**config.mk**
```make
export PLATFORM = sky130hd
export DESIGN_NAME = alu_cmd_sequencer
export DESIGN_NICKNAME = d
export VERILOG_FILES = /design/src/rtl/alu_seq_pkg.sv /design/src/rtl/alu_cmd_fifo.sv /design/src/rtl/alu_cmd_sequencer.sv
export SDC_FILE = /design/constraint.sdc
export NUM_CORES = 1
export LEC_CHECK = 0
export BUFFER_PORTS_ARGS = -buffer_cell sky130_fd_sc_hd__clkbuf_2
export CAP_MARGIN = 15
export CORE_ASPECT_RATIO = 0.9
export CORE_UTILIZATION = 55
export CTS_BUF_LIST = sky130_fd_sc_hd__clkbuf_16
export CTS_CLUSTER_SIZE = 14
export DETAILED_ROUTE_END_ITERATION = 16
export GPL_ROUTABILITY_DRIVEN = 0
export PLACE_DENSITY = 0.76
export SLEW_MARGIN = 20
export SYNTH_ARGS = -nofsm -noshare
export SYNTH_HDL_FRONTEND = slang
export SYNTH_SLANG_ARGS = --single-unit
```
**constraint.sdc**
```tcl
create_clock -name clk -period 3.5 [get_ports clk]
set_input_delay 0.35 -clock clk [delete_from_list [all_inputs] [get_ports clk]]
set_output_delay 0.35 -clock clk [all_outputs]
set_load 0.01 [all_outputs]
```
**src/rtl/alu_seq_pkg.sv**
```systemverilog
// alu_seq_pkg: shared widths, command/response records and sequencer states.
package alu_seq_pkg;
  localparam int DATA_W = 8;
  localparam int SEL_W  = 4;
  localparam int TAG_W  = 4;
  typedef struct packed {
    logic [DATA_W-1:0] in1;
    logic [DATA_W-1:0] in2;
    logic [SEL_W-1:0]  s;
    logic              m;
    logic              cin;
    logic [TAG_W-1:0]  tag;
  } alu_cmd_t;
  typedef struct packed {
    logic [DATA_W-1:0] out;
    logic              cout;
    logic              aeb;
    logic [TAG_W-1:0]  tag;
  } alu_rsp_t;
  typedef enum logic [1:0] {IDLE, DRIVE, RESP} seq_state_e;
endpackage

```
**src/rtl/alu_cmd_fifo.sv**
```systemverilog
// alu_cmd_fifo: synchronous command FIFO; a push becomes visible at the head one cycle later.
module alu_cmd_fifo
  import alu_seq_pkg::*;
#(
  parameter int DEPTH = 4,
  localparam int PW = $clog2(DEPTH),
  localparam int CW = $clog2(DEPTH + 1)
) (
  input  logic          clk,
  input  logic          rst_n,
  input  logic          push_i,
  input  alu_cmd_t      din_i,
  input  logic          pop_i,
  output alu_cmd_t      dout_o,
  output logic [CW-1:0] count_o,
  output logic          full_o,
  output logic          empty_o
);
  logic [PW-1:0] wr_q, rd_q;
  logic [CW-1:0] count_q;
  alu_cmd_t      mem_q [DEPTH];
  logic          do_push, do_pop;
  assign full_o  = count_q == CW'(DEPTH);
  assign empty_o = count_q == '0;
  assign do_push = push_i && !full_o;
  assign do_pop  = pop_i && !empty_o;
  assign dout_o  = mem_q[rd_q];
  assign count_o = count_q;
  // DEPTH is a power of two, so pointers wrap naturally.
  always_ff @(posedge clk or negedge rst_n) begin
    if (!rst_n) begin
      wr_q    <= '0;
      rd_q    <= '0;
      count_q <= '0;
    end else begin
      if (do_push) wr_q <= wr_q + 1'b1;
      if (do_pop) rd_q <= rd_q + 1'b1;
      count_q <= count_q + CW'(do_push) - CW'(do_pop);
    end
  end
  always_ff @(posedge clk) begin
    if (do_push) mem_q[wr_q] <= din_i;
  end
endmodule

```
**src/rtl/alu_cmd_sequencer.sv**
```systemverilog
// alu_cmd_sequencer: queues ALU commands, drives the ALU from registers and
// returns each settled result, tagged, on a valid/ready response port.
module alu_cmd_sequencer
  import alu_seq_pkg::*;
#(
  parameter int DEPTH = 4,
  localparam int CW = $clog2(DEPTH + 1)
) (
  input  logic              clk,
  input  logic              rst_n,
  input  logic              cmd_valid,
  output logic              cmd_ready,
  input  logic [DATA_W-1:0] cmd_in1,
  input  logic [DATA_W-1:0] cmd_in2,
  input  logic [SEL_W-1:0]  cmd_s,
  input  logic              cmd_m,
  input  logic              cmd_cin,
  output logic [DATA_W-1:0] alu_in1,
  output logic [DATA_W-1:0] alu_in2,
  output logic [SEL_W-1:0]  alu_s,
  output logic              alu_m,
  output logic              alu_cin,
  input  logic [DATA_W-1:0] alu_out,
  input  logic              alu_cout,
  input  logic              alu_aeb,
  output logic              rsp_valid,
  input  logic              rsp_ready,
  output logic [DATA_W-1:0] rsp_out,
  output logic              rsp_cout,
  output logic              rsp_aeb,
  output logic [TAG_W-1:0]  rsp_tag,
  output logic [CW-1:0]     fifo_count
);
  seq_state_e       state_q, state_d;
  alu_cmd_t         issue_q, head, push_cmd;
  alu_rsp_t         rsp_q;
  logic             rsp_valid_q;
  logic [TAG_W-1:0] tag_q;
  logic             push, pop, hs, full, empty;
  assign cmd_ready = !full;
  assign push      = cmd_valid && cmd_ready;
  assign push_cmd  = '{in1: cmd_in1, in2: cmd_in2, s: cmd_s, m: cmd_m, cin: cmd_cin, tag: tag_q};
  alu_cmd_fifo #(.DEPTH(DEPTH)) u_fifo (
    .clk    (clk),
    .rst_n  (rst_n),
    .push_i (push),
    .din_i  (push_cmd),
    .pop_i  (pop),
    .dout_o (head),
    .count_o(fifo_count),
    .full_o (full),
    .empty_o(empty)
  );
  always_comb begin
    hs      = state_q == RESP && rsp_ready;
    pop     = !empty && (state_q == IDLE || hs);
    state_d = pop ? DRIVE : state_q == DRIVE ? RESP : hs ? IDLE : state_q;
  end
  // alu_* only change on a pop, so they hold the last command while idle.
  always_ff @(posedge clk or negedge rst_n) begin
    if (!rst_n) begin
      state_q     <= IDLE;
      issue_q     <= '0;
      rsp_q       <= '0;
      rsp_valid_q <= 1'b0;
      tag_q       <= '0;
    end else begin
      state_q     <= state_d;
      rsp_valid_q <= state_d == RESP;
      if (push) tag_q <= tag_q + 1'b1;
      if (pop) issue_q <= head;
      if (state_q == DRIVE) rsp_q <= '{out: alu_out, cout: alu_cout, aeb: alu_aeb, tag: issue_q.tag};
    end
  end
  assign alu_in1   = issue_q.in1;
  assign alu_in2   = issue_q.in2;
  assign alu_s     = issue_q.s;
  assign alu_m     = issue_q.m;
  assign alu_cin   = issue_q.cin;
  assign rsp_valid = rsp_valid_q;
  assign rsp_out   = rsp_q.out;
  assign rsp_cout  = rsp_q.cout;
  assign rsp_aeb   = rsp_q.aeb;
  assign rsp_tag   = rsp_q.tag;
endmodule
```
==> results of run 1 <==
Yosys cell counts:
| master | instances |
|---|---|
| a21o_1 | 1 |
| and2_4 | 1 |
| and3_1 | 1 |
| and3_2 | 4 |
| buf_2 | 5 |
| buf_4 | 22 |
| buf_6 | 4 |
| clkbuf_1 | 2 |
| dfrtp_1 | 54 |
| edfxtp_1 | 104 |
| fa_1 | 1 |
| ha_1 | 7 |
| inv_1 | 6 |
| mux2_2 | 40 |
| mux2_4 | 2 |
| mux4_2 | 26 |
| nand2b_1 | 3 |
| nand3_1 | 2 |
| nor2b_1 | 1 |
| nor3_1 | 2 |
| nor4b_1 | 1 |
| o21ai_0 | 1 |
| or3b_1 | 1 |
| xnor2_1 | 5 |
| xor2_1 | 3 |
sequential cells by signal, summed over array words and instances (netlist names), 3 cells and up:
name            cells
issue_q             4
alu_in2             8
u_fifo.count_o      3
rsp_tag             4
alu_s               4
alu_in1             8
rsp_out             8
u_fifo.mem_q      104
tag_q               4
path summary, 6_finish.rpt:
check | start | end | slack, ns | cells past startpoint
max reg2reg | u_fifo.count_o[2] | u_fifo.count_o[2] | 1.34 | 6
min in group asynchronous | rst_n | rsp_out[5] | 0.50 | 2
max in group asynchronous | rst_n | u_fifo.rd_q[0] | 2.08 | 3
min | cmd_in1[2] | u_fifo.mem_q[1][20] | 0.15 | 1
min reg2reg | alu_in2[7] | alu_in2[7] | 0.50 | 1
max | u_fifo.count_o[2] | u_fifo.count_o[2] | 1.34 | 6
through the flow:
stage	hold WS, ns	std cells
floorplan	0.0544	299
global placement	0.418	478
detailed placement	0.425	478
CTS	0.135	511
global route	0.138	511
finish	0.147	511
kinds of logic after synthesis:
family	Yosys count	synth area share, %
fa+ha+maj	8	1.76
buf+inv	39	4.35
compound gates	2	0.205
xor+xnor	8	1.15
mux	68	17.5
simple gates	16	1.76
flops	158	73.3
layer usage:
metal | vias to the layer above | part of all wire, % | GRT usage (%)
li1 | 1254 | - | -
met1 | 1496 | 44 | 23.0
met2 | 75 | 50 | 29.3
met3 | 9 | 5.1 | 5.81
met4 | 0 | 0.96 | 7.29
met5 | - | 0 | 0
report_power, final:
| part | internal [mW] | total (mW) | leakage, nW | switching [mW] |
|---|---|---|---|---|
| combinational | 0.967 | 1.76 | 0.848 | 0.789 |
| sequential | 2.64 | 3.02 | 1.58 | 0.378 |
| clock | 1.05 | 1.74 | 0.297 | 0.693 |
| total | 4.66 | 6.52 | 2.73 | 1.86 |
repair_timing:
item,in CTS,in global routing
buffers inserted,0,0
hold endpoints to repair,25,0
hold buffers,1,0
layout make-up:
type | count | area (um^2)
Sequential cell | 158 | 4480
Fill cell | 745 | 3790
Multi-Input combinational cell | 102 | 1370
Clock buffer | 19 | 475
Timing Repair Buffer | 80 | 413
Tap cell | 133 | 166
Clock inverter | 13 | 96.3
Inverter | 6 | 22.5
==> run_results.csv, run 1 <==
group,metric,value,unit
pwr,ir_drop,0.450,mV
timing,hold_viol_final,0,
global_route,grt_overflow_total,0,
timing,drv_slew,0,
logic_synthesis,synth.cell_area,6100,um^2
place,place_area,6440,um^2
pwr,p_total,6.52,mW
timing,setup_violations,0,
layout,final_cell_mix,"edfxtp_1 (104), clkbuf_2 (76), dfrtp_1 (53)",
layout,layout-drive-gt1-share,48.4,%
detailed_routing,routed_via_density,5.55,
detailed_routing,drt-initial-drc-count,102,
detailed_routing,num_vias,2834,
logic_synthesis,yosysSeqAreaShare,73.3,%
timing,fin_crit_sh,61.8,%
global_route,grt_pass1_vias,2845,
global_route,grt_max_degree,30,
worst_setup_path,cp_cell_sequence,"or3b_1 > and2_4 > ha_1 > fa_1 > xnor2_1 > xnor2_1",
floorplan,die_x,113,um
logic_synthesis,synth_seq_cells,158,
floorplan,std_cell_rows,36,
clock_tree,clock_path_buffers,2,
detailed_routing,firstDrtPassIters,4,
clock_tree,htreeDepth,4,
worst_setup_path,crit_type,"reg -> reg",
place,pre_cts_ws,1.36,ns
logic_synthesis,yosys_warnings,0,
pwr,p_leak,2.73,nW
global_route,grt.total_usage,18.1,%
clock_tree,cts-resized-gates,0,
worst_setup_path,slowest_stage,"or3b_1",
logic_synthesis,synth_largest_area_cell,"edfxtp_1",
floorplan,pin_count,77,
pwr,pwr_density_cell,929,nW/um^2
worst_setup_path,max_stage_delay,0.51,ns
floorplan,initial_core_util,56.5,%
job,drv_cap,0,
layout,final_cell_area,7020,um^2
logic_synthesis,ys_top_cells_by_area,"edfxtp_1 (51%), dfrtp_1 (22%), mux4_2 (9.6%)",
worst_setup_path,end_kind,"register",
logic_synthesis,synthCells,299,
logic_synthesis,syn_nets,343,
layout,syn2layout_area_growth,15.0,%
hold_path,hp-class,"in -> reg",
layout,final_nets,409,
clock_tree,numCtsBuffers,17,
timing,min_period,2.16,ns
clock_tree,cts.sinks,158,
detailed_routing,avgRoutedWirePerCell,18.5,um
worst_setup_path,startpoint_type,"register",
worst_setup_path,crit_fanout,8,
worst_setup_path,crit_top_cell,"xnor2_1",
place,io_buffers,76,
floorplan,core_area,10800,um^2
layout,antennaDiodeCount,0,
detailed_routing,detail-route-antenna-nets,0,
worst_setup_path,crit_buf_inv,0,
timing,finClkSkew,0.0156,ns
timing,setup_ws,1.34,ns
global_route,grt_pass1_wl,14800,um
place,hpwl,5570,um
clock_tree,clk_pin_slew_worst_paths,0.06,ns
timing,worstMarginPinSlew,0.949,ns
timing,fmax,462,MHz
logic_synthesis,synth_top_area_share,51.2,%
worst_setup_path,cp_top_family,"simple AND/OR/NAND/NOR gates",
floorplan,die_area,11500,um^2
logic_synthesis,post_synth.cell_area_avg,20.4,um^2
detailed_routing,routed_wl,9480,um
layout,final_util,64.9,%
clock_tree,insertion_delay,0.42,ns
logic_synthesis,synth_cell_type_count,25,
worst_setup_path,crit_required,3.83,ns
worst_setup_path,arrival,2.50,ns
layout,layout_commonest_cell,"edfxtp_1",
global_route,antenna_found_initial,0,
timing,rsz0062_at_grt,"no",
timing,finalSetupTns,0,ns
clock_tree,tritoncts,"yes",
floorplan,die_y,102,um
detailed_routing,drc,0,
clock_tree,cts-root-buf,"clkbuf_16",
timing,slew_headroom,36.7,%
outcome,outcome,"finished, final reports clean",
Power figures use the tool's default switching activity.
==> run 2: changes to the inputs <==
==> constraint.sdc (replaced) <==
create_clock -name clk -period 2.15 [get_ports clk]
set_input_delay 0.215 -clock clk [delete_from_list [all_inputs] [get_ports clk]]
set_output_delay 0.215 -clock clk [all_outputs]
set_load 0.01 [all_outputs]
==> run_results.csv, run 2 (synthesis results as in run 1) <==
group,metric,value,unit
timing,setup_ws,0.153,ns
global_route,grt_pass1_vias,2829,
pwr,pwr_density_cell,1510,nW/um^2
global_route,antenna_found_initial,0,
floorplan,std_cell_rows,36,
detailed_routing,drc,0,
pwr,p_switching,3.11,mW
clock_tree,tritoncts,"yes",
clock_tree,clk_pin_slew_worst_paths,0.07,ns
worst_setup_path,end_kind,"register",
clock_tree,cts.sinks,158,
detailed_routing,firstDrtPassIters,4,
layout,largest-register,"u_fifo.mem_q",
timing,min_period,2.00,ns
pwr,p_clk_share,25.9,%
layout,syn2layout_area_growth,15.8,%
clock_tree,postCtsSetupRepairBufs,0,
timing,rsz0062_at_grt,"no",
detailed_routing,detail-route-antenna-nets,0,
pwr,power_switching_share,29.1,%
worst_setup_path,crit_required,2.48,ns
pwr,p_int,7.56,mW
layout,layout_commonest_cell,"edfxtp_1",
worst_setup_path,crit_fanout,4,
layout,final_nets,414,
pwr,ir_drop,0.803,mV
clock_tree,numCtsBuffers,17,
floorplan,pin_count,77,
clock_tree,cts-root-buf,"clkbuf_16",
layout,largest_reg_flops,104,
layout,final_cell_area,7070,um^2
layout,fin_cells,516,
timing,worstMarginPinSlew,0.732,ns
clock_tree,insertion_delay,0.41,ns
detailed_routing,avgRoutedWirePerCell,18.5,um
global_route,grt_overflow_total,0,
floorplan,initial_core_util,56.5,%
detailed_routing,num_vias,2755,
layout,final_util,65.4,%
clock_tree,htreeDepth,4,
pwr,p_leak,2.72,nW
timing,drv_slew,0,
floorplan,die_x,113,um
place,io_buffers,76,
floorplan,core_area,10800,um^2
place,place_area,6510,um^2
job,drv_cap,0,
detailed_routing,routed_via_density,5.34,
timing,fmax,501,MHz
place,hpwl,5730,um
place,pre_cts_ws,0.175,ns
timing,fin_crit_sh,92.9,%
timing,hold_viol_final,0,
layout,final_cell_mix,"edfxtp_1 (104), clkbuf_2 (76), dfrtp_1 (53)",
global_route,grt_pass1_wl,14800,um
global_route,grt_max_degree,37,
outcome,outcome,"finished, final reports clean",
floorplan,die_y,102,um
layout,layout-drive-gt1-share,49.3,%
pwr,pwr-share-seq,44.4,%
worst_setup_path,arrival,2.33,ns
detailed_routing,drt-initial-drc-count,138,
timing,finClkSkew,0.00963,ns
clock_tree,clock_path_buffers,2,
detailed_routing,routed_wl,9520,um
timing,setup_violations,0,
timing,slew_headroom,51.2,%
layout,antennaDiodeCount,0,
place,placedCellCount,483,
worst_setup_path,crit_type,"reg -> reg",
hold_path,hp-class,"in -> reg",
worst_setup_path,startpoint_type,"register",
floorplan,die_area,11500,um^2
clock_tree,cts-resized-gates,0,
pwr,combPwrFrac,29.7,%
global_route,grt.total_usage,18.1,%
## run 2: changes by cell type in the layout (fill, tap and decap cells not counted), sizes merged
| cell | delta |
|---|---|
| buf | +5 |
| clkinvlp | +4 |
| clkbuf | -2 |
| clkinv | -2 |
## run 2: power by group through the flow
| stage | Sequential, mW | Clock, mW | Combinational [mW] |
|---|---|---|---|
| 6_report | 4.73 | 2.76 | 3.17 |
| 5_1_grt | 4.85 | 2.93 | 3.46 |
| 4_1_cts | 4.75 | 2.81 | 3.25 |
| 3_5_place_dp | 4.81 | 0 | 3.23 |
| 3_3_place_gp | 4.74 | 0 | 3.14 |
| 2_1_floorplan | 4.75 | 0 | 2.50 |
## run 2: worst max-delay path, cell delays in order (launching register included)
cell and delay, ns:
dfrtp_1 0.42, nor3_2 0.25, nor3_2 0.07, ha_1 0.28, inv_1 0.04, ha_1 0.18
fa_2 0.34, xnor2_1 0.19, xnor2_1 0.14
## run 2: per-layer routing
layer  GRT usage, %  wire (um)
met4           6.07        123
met5              0          0
met1           24.0       4300
met2           28.1       4600
met3           6.76        502
## run 2: through the flow
step	power, mW	TNS [ns]	hold WS (ns)
6_report	10.7	0	0.0159
5_1_grt	11.2	0	0.00331
4_1_cts	10.8	0	0.00456
3_5_place_dp	8.04	0	0.250
3_3_place_gp	7.88	0	0.241
2_1_floorplan	7.25	-0.0347	-0.0806
## run 2: area by class of cell
type / instances / area (um^2)
Clock inverter: 15 / 124
Sequential cell: 158 / 4480
Clock buffer: 17 / 425
Multi-Input combinational cell: 102 / 1380
Inverter: 6 / 22.5
Fill cell: 727 / 3740
Tap cell: 133 / 166
Timing Repair Buffer: 85 / 475
## run 2: final timing paths
check	from	to	slack [ns]	depth (start not counted)
max in group asynchronous	rst_n	u_fifo.rd_q[1]	1.21	3
worst max register to register	u_fifo.count_o[2]	u_fifo.count_o[2]	0.15	8
worst min register to register	rsp_tag[0]	rsp_tag[0]	0.50	1
worst max-delay path	u_fifo.count_o[2]	u_fifo.count_o[2]	0.15	8
worst min-delay path	cmd_in1[7]	u_fifo.mem_q[3][25]	0.02	1
min in group asynchronous	rst_n	alu_in1[0]	0.34	2
## run 2: timing repair
| action | CTS | global route |
|---|---|---|
| endpoints found under the setup margin | 0 | 0 |
| hold buffers | 1 | 0 |
| hold endpoints to repair | 18 | 0 |
